### src/rtl/alu_sequencer.sv
// Fetch/decode/execute controller that runs a program from instruction memory through an 8-bit ALU.
// Define ALU_SEQ_RETIRE_CNT_EN to add the 16-bit retired-instruction counter output.
module alu_sequencer #(
  parameter int         AW      = 8,
  parameter int         ALU_LAT = 1,
  parameter logic [5:0] HALT_OP = 6'h3F
) (
  input  logic          clk,
  input  logic          reset,
  input  logic          start,
  output logic          imem_req,
  output logic [AW-1:0] imem_addr,
  input  logic          imem_ack,
  input  logic [15:0]   imem_data,
  output logic [5:0]    alu_opcode,
  output logic [7:0]    alu_in1,
  output logic [7:0]    alu_in2,
  input  logic [7:0]    alu_out,
  output logic [7:0]    acc_a,
  output logic [7:0]    acc_b,
  output logic          busy,
`ifdef ALU_SEQ_RETIRE_CNT_EN
  output logic [15:0]   retired,
`endif
  output logic          halted
);

  typedef enum logic [2:0] {IDLE, FETCH, DECODE, EXEC, WB, HALT} state_e;

  localparam int            CW       = (ALU_LAT > 1) ? $clog2(ALU_LAT) : 1;
  localparam logic [CW-1:0] LAT_LOAD = (ALU_LAT > 0) ? CW'(ALU_LAT - 1) : '0;

  state_e        state_q, state_d;
  logic [AW-1:0] pc_q, pc_d;
  logic [15:0]   ir_q, ir_d;
  logic [7:0]    acc_a_q, acc_a_d;
  logic [7:0]    acc_b_q, acc_b_d;
  logic [5:0]    alu_opcode_q, alu_opcode_d;
  logic [7:0]    alu_in1_q, alu_in1_d;
  logic [7:0]    alu_in2_q, alu_in2_d;
  logic          imem_req_q, imem_req_d;
  logic          busy_q, busy_d;
  logic          halted_q, halted_d;
  logic [CW-1:0] lat_cnt_q, lat_cnt_d;
`ifdef ALU_SEQ_RETIRE_CNT_EN
  logic [15:0]   retired_q, retired_d;
`endif

  logic [5:0] ir_op;
  logic       ir_dst;
  logic       ir_imm;
  logic [7:0] ir_val;
  logic [7:0] dst_acc;
  logic [7:0] src_acc;

  assign {ir_op, ir_dst, ir_imm, ir_val} = ir_q;
  assign dst_acc = ir_dst ? acc_b_q : acc_a_q;
  assign src_acc = ir_dst ? acc_a_q : acc_b_q;

  always_comb begin
    // NOTE: every variable gets its hold value first so no path through the case infers a latch.
    state_d      = state_q;
    pc_d         = pc_q;
    ir_d         = ir_q;
    acc_a_d      = acc_a_q;
    acc_b_d      = acc_b_q;
    alu_opcode_d = alu_opcode_q;
    alu_in1_d    = alu_in1_q;
    alu_in2_d    = alu_in2_q;
    imem_req_d   = imem_req_q;
    busy_d       = busy_q;
    halted_d     = halted_q;
    lat_cnt_d    = lat_cnt_q;
`ifdef ALU_SEQ_RETIRE_CNT_EN
    retired_d    = retired_q;
`endif

    unique case (state_q)
      IDLE: begin
        if (start) begin
          pc_d       = '0;
          imem_req_d = 1'b1;
          busy_d     = 1'b1;
          state_d    = FETCH;
`ifdef ALU_SEQ_RETIRE_CNT_EN
          retired_d  = '0;
`endif
        end
      end

      FETCH: begin
        // Request and address are registered, so they stay put until the ack edge.
        if (imem_ack) begin
          ir_d       = imem_data;
          pc_d       = pc_q + AW'(1);
          imem_req_d = 1'b0;
          state_d    = DECODE;
        end
      end

      DECODE: begin
        if (ir_op == HALT_OP) begin
          busy_d   = 1'b0;
          halted_d = 1'b1;
          state_d  = HALT;
        end else begin
          alu_opcode_d = ir_op;
          alu_in1_d    = dst_acc;
          alu_in2_d    = ir_imm ? ir_val : src_acc;
          lat_cnt_d    = LAT_LOAD;
          state_d      = (ALU_LAT > 0) ? EXEC : WB;
        end
      end

      EXEC: begin
        if (lat_cnt_q == '0) begin
          state_d = WB;
        end else begin
          lat_cnt_d = lat_cnt_q - CW'(1);
        end
      end

      WB: begin
        if (ir_dst) begin
          acc_b_d = alu_out;
        end else begin
          acc_a_d = alu_out;
        end
        imem_req_d = 1'b1;
        state_d    = FETCH;
`ifdef ALU_SEQ_RETIRE_CNT_EN
        retired_d  = retired_q + 16'd1;
`endif
      end

      HALT: begin
        // Restart keeps both accumulators so a program can continue from prior results.
        if (start) begin
          pc_d       = '0;
          halted_d   = 1'b0;
          busy_d     = 1'b1;
          imem_req_d = 1'b1;
          state_d    = FETCH;
`ifdef ALU_SEQ_RETIRE_CNT_EN
          retired_d  = '0;
`endif
        end
      end

      default: begin
        state_d = IDLE;
      end
    endcase
  end

  always_ff @(posedge clk) begin
    // NOTE: non-blocking assignments so every flop samples the pre-edge value of its neighbours.
    if (reset) begin
      state_q      <= IDLE;
      pc_q         <= '0;
      ir_q         <= '0;
      acc_a_q      <= '0;
      acc_b_q      <= '0;
      alu_opcode_q <= '0;
      alu_in1_q    <= '0;
      alu_in2_q    <= '0;
      imem_req_q   <= 1'b0;
      busy_q       <= 1'b0;
      halted_q     <= 1'b0;
      lat_cnt_q    <= '0;
`ifdef ALU_SEQ_RETIRE_CNT_EN
      retired_q    <= '0;
`endif
    end else begin
      state_q      <= state_d;
      pc_q         <= pc_d;
      ir_q         <= ir_d;
      acc_a_q      <= acc_a_d;
      acc_b_q      <= acc_b_d;
      alu_opcode_q <= alu_opcode_d;
      alu_in1_q    <= alu_in1_d;
      alu_in2_q    <= alu_in2_d;
      imem_req_q   <= imem_req_d;
      busy_q       <= busy_d;
      halted_q     <= halted_d;
      lat_cnt_q    <= lat_cnt_d;
`ifdef ALU_SEQ_RETIRE_CNT_EN
      retired_q    <= retired_d;
`endif
    end
  end

  assign imem_req   = imem_req_q;
  assign imem_addr  = pc_q;
  assign alu_opcode = alu_opcode_q;
  assign alu_in1    = alu_in1_q;
  assign alu_in2    = alu_in2_q;
  assign acc_a      = acc_a_q;
  assign acc_b      = acc_b_q;
  assign busy       = busy_q;
  assign halted     = halted_q;
`ifdef ALU_SEQ_RETIRE_CNT_EN
  assign retired    = retired_q;
`endif

endmodule

### config.mk
export PLATFORM = sky130hd
export DESIGN_NAME = alu_sequencer
export DESIGN_NICKNAME = d
export VERILOG_FILES = /design/src/rtl/alu_sequencer.sv
export SDC_FILE = /design/constraint.sdc
export NUM_CORES = 1
export LEC_CHECK = 0
export CAP_MARGIN = 25
export CORE_ASPECT_RATIO = 1.2
export CORE_MARGIN = 4
export CORE_UTILIZATION = 46
export CTS_BUF_LIST = sky130_fd_sc_hd__clkbuf_8
export CTS_CLUSTER_DIAMETER = 50
export DETAILED_ROUTE_END_ITERATION = 8
export PLACE_DENSITY = 0.76
export SLEW_MARGIN = 20
export SYNTH_ARGS = -nofsm -noshare
export SYNTH_HDL_FRONTEND = slang
export SYNTH_SLANG_ARGS = --single-unit
### constraint.sdc
create_clock -name clk -period 4.1 [get_ports clk]
set_input_delay 0.615 -clock clk [delete_from_list [all_inputs] [get_ports clk]]
set_output_delay 0.615 -clock clk [all_outputs]
set_load 0.01 [all_outputs]
After elaboration in Yosys (flattened, before gate mapping)
Cells that the tools add are included.
{"block": "word_totals", "ff_bits": 69, "in_bits": 28, "word_cells": 67}
{"block": "op_classes", "addsub": 2, "eq_ne": 12, "muxes": 22, "bitwise_logic": 2, "reduce_logical": 17}
{"op": "$mux W8", "n": 5}
{"op": "$pmux W8 S2", "n": 1}
{"op": "$pmux W3 S5", "n": 1}
{"op": "$reduce_and A3 Y1", "n": 5}
{"op": "$mux W3", "n": 4}
{"op": "$ne A2 B2 Y1 const B", "n": 5}
{"op": "$reduce_and A2 Y1", "n": 5}
{"op": "$add A8 B1 Y8 const B", "n": 1}
{"op": "$reduce_bool A2 Y1", "n": 4}
{"op": "$mux W1", "n": 7}
{"op": "$eq A3 B2 Y1 const B", "n": 2}
{"op": "$eq A3 B3 Y1 const B", "n": 2}
{"op": "$eq A6 B6 Y1 const B", "n": 1}
{"op": "$pmux W1 S2", "n": 3}
{"op": "$eq A3 B1 Y1 const B", "n": 1}
{"op": "$logic_not A3 Y1", "n": 1}
{"op": "$pmux W1 S3", "n": 1}
{"op": "$reduce_bool A3 Y1", "n": 1}
{"op": "$ne A2 B1 Y1 const B", "n": 1}
{"op": "$not A1 Y1", "n": 2}
{"op": "$reduce_or A2 Y1", "n": 1}
{"op": "$sub A1 B1 Y1 const B", "n": 1}

Depth between registers and ports, before layout
Gate-level depths: netlist of run 1.
{"block": "depth", "word_depth": 4, "depth_mapped": 6, "depth_no_buf": 4}

Worst setup path before layout of run 1
Ideal clock, no wire load.
{"block": "synth_path", "path_type": "input to register", "startpoint": "in reset", "endpoint": "reg acc_b_q[0] (netlist: acc_b[0])", "arrival_time_ps": 1399, "path_slack_ps": 2573, "path_stages": 4, "path_cell_list": "clkbuf_1 clkbuf_1 buf_1 nor2_1"}
{"item": "start, declared", "line_no": "9", "rtl": "input logic reset,"}
{"item": "end signal, assigned", "line_no": "163", "rtl": "acc_b_q <= '0;"}
{"item": "end signal, assigned", "line_no": "179", "rtl": "acc_b_q <= acc_b_d;"}
{"item": "end, declared", "line_no": "37", "rtl": "logic [7:0] acc_b_q, acc_b_d;"}
No word-level cell between the ends.

Final worst setup path of run 1
{"block": "layout_path", "startpoint": "in imem_ack", "endpoint": "reg pc_q[3] (netlist: imem_addr[3])"}
{"block": "layout_via", "elab_chain_cells": 2}
{"item": "start, declared", "line_no": "13", "rtl": "input logic imem_ack,"}
{"item": "$ne A2 B2 Y1 (no line)"}
{"item": "$reduce_and A3 Y1 (no line)"}
{"item": "end signal, assigned", "line_no": "176", "rtl": "pc_q <= pc_d;"}
{"item": "end, declared", "line_no": "34", "rtl": "logic [AW-1:0] pc_q, pc_d;"}
No other way between the ends.
A chain may end at the register's enable or synchronous reset.

==> qor.csv, run 1 <==
metric,value,unit
CTS buffer count,9,
GRT Residual Overflow,0,
n_diodes,0,
CP Capture Type,register,
Total GRT Usage,0.198,
number of synthesized flops with an enable pin,0,
mux share of post-synthesis cell area,0.0826,
io pins,77,
via-per-instance ratio,5.27,
Slew Limit Fails,0,
Synth Area in Simple Gates,0.199,
max-cap violations,0,
Synth Area in Compound Gates,0.176,
Crit Path Max Fanout,15,
CP cell instances,clkdlybuf4s50_1 > and4bb_1 > buf_4 > nand4_1 > a21oi_1 > a211oi_1,
"Slowest-stage cell, CP",clkdlybuf4s50_1,
root buffer selected by CTS,clkbuf_8,
Core ar.,6090,um2
Min-Delay Path Class,register to register,
initial antenna violation count,0,
first-pass GRT wire length,11700,um
htree depth,3,
clk sinks,68,
worst-skew pair later-pin latency,0.34,ns
Initial DRT Pass Iterations,4,
Rel. slew slack,0.411,
Worst setup SP type,input port,
Post-Synthesis Cells,346,
routed length on met3,488,um
DR DRC count,0,
share of the synthesized area in the top cell type,0.468,
die span in y,95.1,um
die area,7660,um2
Cell variety after synth,38,
FF+latch area,1360,um2
Crit path arrival time,2.37,ns
Avg Inst Size Synth,8.40,um2
main combinational cell family by area after synthesis,simple AND/OR/NAND/NOR gates,
Slew @ Worst Pin,0.884,ns
CP required,4.29,ns
Antenna Violating Nets Remaining,0,
XOR/XNOR Fraction of Synth Area,0.00301,
f_max,460,MHz
VDD IR-drop max,188,uV
max layer used,met4,
Post-synth top flop,dfxtp_1,
DR vias,2615,
max incr delay on CP,0.53,ns
setup_tns,0,ns
ys async rst share,0,
"Clk pin slew, worst setup/hold paths",0.08,ns
synth warn,0,
share of cells above drive strength 1,0.0556,
final wirelength,7120,um
kind of critical path,input port to register,
area occupied by multi-input gates,1360,um2
Final Critical Period,2.17,ns
Seq cells post-synth,68,
postcts setup bufs,0,
Yosys top cell by area,dfxtp_1,
adder-cell share of the synthesized area,0.00775,
PortBufs,76,
fill count,559,
Fin Hold WS,0.457,ns
final setup vio count,0,
share of the yosys chip area belonging to registers,0.468,
R2R Setup Slk,2.12,ns
largest net degree at the start of global routing,69,
CTS hold repair buffers,0,
synthesized cell area,2910,um2
Final nets,438,
First DRT Iteration DRCs,147,
Initial Util,0.478,
clk buf depth,2,
site row count,31,
Setup Skew,0.00884,ns
LEAKAGE,0.00123,uW
crit share post-route,0.530,
CTS tree,done,
RSZ-0062 raised after global routing,false,
top post-synthesis cells by area,"dfxtp_1 (47%), nand2_1 (11%), a21oi_1 (8.6%)",
post-DR wirelength/cell,14.4,um
status,finished clean,
vias in the first global route,2546,
Resized Gates After CTS,0,
area grow syn2layout,32.2,%
die width,80.6,um
DP HPWL,4930,um
post-synth net total,375,
WL met2,3450,um
WL met1,3020,um
Final Hold Viols,0,
GPL Wtd Cong,0.819,
Power Density,367,nW/um2
[power by group]
group / internal (uW) / leakage [uW] / switching [uW]
combinational: 56.9 / 0.000565 / 60.1
clock: 354 / 0.000115 / 249
sequential: 675 / 0.000550 / 16.0
total: 1090 / 0.00123 / 325
[kinds of logic (layout without fill, tap and decap cells)]
kind of cell	count (synthesis)	in the layout
and+or+nand+nor	131	131
AOI/OAI and AO/OA	87	87
DFF	68	68
buffers and inverters	33	101
muxes	24	24
adders and majority gates	2	2
xor gates and xnor gates	1	1
[cells in the final DEF (no fill, tap or decap), types with 2 or more instances in the layout]
cell,Yosys,final
nand2_1,86,86
clkdlybuf4s50_1,0,75
dfxtp_1,68,68
a21oi_1,50,50
nor2_1,25,25
mux2i_1,24,24
a211oi_1,16,16
o21ai_0,14,14
clkbuf_8,0,10
inv_1,6,8
nand4_1,5,5
buf_4,6,3
nor3_1,2,2
nor4_1,2,2
and4_1,2,2
bufinv_16,0,2
[routing by layer]
layer | track usage | vias up
met3 | 0.0501 | 15
met2 | 0.329 | 87
met5 | 0 | -
met4 | 0.103 | 0
li1 | - | 1312
met1 | 0.237 | 1201
[state kept, by name, indices dropped and copies added, names as in the netlist]
signal and cells:
alu_opcode 6, imem_req 1, acc_b 8, alu_in1 8, busy 1, imem_addr 8
halted 1, ir_q 16, state_q 3, acc_a 8, alu_in2 8
[through the flow]
stage                util  setup slack (ns)  instances  power (uW)  instance area (um2)
floorplan               -              2.57        346         774                 2910
global placement    0.595              1.62        480         821                 3620
detailed placement  0.595              1.59        480         824                 3630
CTS                 0.631              1.94        496        1420                 3840
global route        0.631              1.82        496        1460                 3840
finish              0.631              1.93        496        1410                 3840
[layout make-up]
type / instances / share of cell area
Multi-Input combinational cell: 245 / 0.354
Clock inverter: 6 / 0.0208
Timing Repair Buffer: 78 / 0.201
Clock buffer: 10 / 0.0358
Sequential cell: 68 / 0.354
Inverter: 7 / 0.00684
Tap cell: 82 / 0.0267
[critical path, delay by kind of cell]
| kind | cells | cell delay [ns] |
|---|---|---|
| and+or+nand+nor | 2 | 0.67 |
| AOI/OAI and AO/OA | 2 | 0.24 |
| buffers and inverters | 2 | 0.83 |
[cells in the mapped netlist, types with 5 or more instances]
library cell and n:
nand2_1 86, dfxtp_1 68, a21oi_1 50, nor2_1 25, mux2i_1 24, a211oi_1 16, o21ai_0 14, clkbuf_1 11
buf_4 6, inv_1 6, buf_2 5, nand4_1 5
[path summary, 6_finish.rpt]
| kind | cells after the start | from | end |
|---|---|---|---|
| worst max-delay path | 6 | imem_ack | imem_addr[3] |
| worst min-delay path | 2 | alu_in2[5] | alu_in2[5] |
| worst max register to register | 5 | state_q[0] | imem_addr[3] |
| worst min register to register | 2 | alu_in2[5] | alu_in2[5] |
No activity file was read; power rests on OpenSTA's default activity.
==> run 2: changes to the inputs <==
clock period = 2 ns   (was 4.1 ns; I/O delays follow)
==> qor.csv, run 2 (synthesis gave the netlist of run 1 again) <==
metric,value,unit,change
n_diodes,0,,unchanged
status,finished clean,,
Worst R2R Path Depth,5,,unchanged
hold-critical path endpoint,acc_b[4],,
Slew Limit Fails,0,,unchanged
Resized Gates After CTS,0,,unchanged
f_max,570,MHz,
area grow syn2layout,37.1,%,
Initial Util,0.478,,unchanged
final setup vio count,0,,unchanged
die area,7660,um2,unchanged
post-DR wirelength/cell,14.8,um,+3.4%
hold path depth,2,,unchanged
CTS tree,done,,
die span in y,95.1,um,unchanged
GRT Residual Overflow,0,,unchanged
Final Hold Viols,0,,unchanged
CP required,2.26,ns,-2.03 ns
kind of critical path,register to register,,
Final nets,442,,+0.91%
die width,80.6,um,unchanged
"commonest non-fill, non-tap cell in the layout",nand2_1,,
share of cells above drive strength 1,0.0694,,+0.0138
LEAKAGE,0.00129,uW,+4.9%
root buffer selected by CTS,clkbuf_8,,
first-pass GRT wire length,12300,um,+4.5%
io pins,77,,unchanged
Slew @ Worst Pin,0.648,ns,-0.236 ns
Antenna Violating Nets Remaining,0,,unchanged
Initial DRT Pass Iterations,4,,unchanged
hold path startpoint,reset,,
clk buf depth,2,,unchanged
Final Critical Period,1.75,ns,
via-per-instance ratio,5.28,,about the same
max-cap violations,0,,unchanged
RSZ-0062 raised after global routing,false,,
First DRT Iteration DRCs,138,,-6.1%
clk sinks,68,,unchanged
Core ar.,6090,um2,unchanged
DR DRC count,0,,unchanged
reg-to-reg endpoint,imem_addr[7],,
Crit Path Max Fanout,20,,+5
Layout Cells excl Fill,500,,+0.81%
R2R Setup Slk,0.25,ns,-1.87 ns
DR vias,2638,,+0.88%
Crit path arrival time,2.01,ns,-0.36 ns
site row count,31,,unchanged
postcts setup bufs,0,,unchanged
Reg with most FFs,ir_q,,
Total GRT Usage,0.206,,+0.00725
htree depth,3,,unchanged
Min-Delay Path Class,input port to register,,
initial antenna violation count,0,,unchanged
VDD IR-drop max,603,uV,+220%
PortBufs,76,,unchanged
vias in the first global route,2667,,+4.8%
final wirelength,7420,um,+4.3%
CP Capture Type,register,,
largest net degree at the start of global routing,46,,-33%
placed insts,484,,+0.83%
"commonest cells after routing, fill and taps aside","nand2_1 (86), clkdlybuf4s50_1 (75), dfxtp_1 (68)",,
max reg flops,16,,unchanged
Setup Skew,0.00580,ns,-0.00304 ns
GPL Wtd Cong,0.841,,+2.6%
setup_tns,0,ns,unchanged
"Clk pin slew, worst setup/hold paths",0.07,ns,about the same
Reg2Reg Launch Point,state_q[2],,
Worst setup SP type,register,,
DP HPWL,5090,um,+3.3%
Power Density,830,nW/um2,+130%
worst-skew pair later-pin latency,0.34,ns,about the same
crit share post-route,0.877,,
CTS hold repair buffers,0,,unchanged
CTS buffer count,9,,unchanged
Rel. slew slack,0.567,,+0.156
==> run 2: cell type report <==
class                   instances  area, um2
multi-input cells             245       1360
flip-flops and latches         68       1360
clock inverters                 6        159
well taps                      82        103
inverters                       7       26.3
fillers                       520       2100
clock buffers                  10        138
repair buffers                 82        838
==> run 2: report_power, final <==
part           internal, uW  switching (uW)
combinational           128             133
sequential             1380            31.1
clock                  1120             516
total                  2630             680
==> run 2: per-layer routing <==
layer | share of wire | track usage | vias up | routed length, um
met3 | 0.054 | 0.0463 | 21 | 398
li1 | - | - | 1320 | -
met5 | 0 | 0 | - | 0
met2 | 0.48 | 0.339 | 87 | 3600
met1 | 0.43 | 0.241 | 1210 | 3170
met4 | 0.035 | 0.127 | 0 | 258
==> run 2: worst max-delay path by stage <==
| stage | from | to | depth (start not counted) |
|---|---|---|---|
| 6_report | state_q[2] | imem_addr[7] | 5 |
| 5_1_grt | state_q[2] | imem_addr[7] | 5 |
| 4_1_cts | state_q[2] | imem_addr[7] | 5 |
| 3_5_place_dp | imem_ack | imem_addr[7] | 6 |
| 3_3_place_gp | imem_ack | imem_addr[7] | 6 |
| 2_1_floorplan | state_q[0] | imem_addr[7] | 5 |
==> run 2: critical path, cell delays in order (launching register included) <==
cell	delay, ns
dfxtp_1	0.58
and4bb_1	0.39
buf_12	0.21
a21oi_4	0.18
a21oi_1	0.06
a211oi_1	0.24
==> run 2: metrics by stage <==
stage | power [uW] | cell area [um2] | utilization | hold WS, ns | worst slack (ns)
final | 3310 | 3990 | 0.655 | 0.392 | 0.246
after CTS | 3330 | 3990 | 0.655 | 0.379 | 0.247
after global placement | 1700 | 3690 | 0.606 | 0.442 | 0.157
after floorplan | 1590 | 2910 | - | 0.436 | 0.661
after detailed placement | 1700 | 3690 | 0.606 | 0.449 | 0.115
after global routing | 3420 | 3990 | 0.655 | 0.406 | 0.149
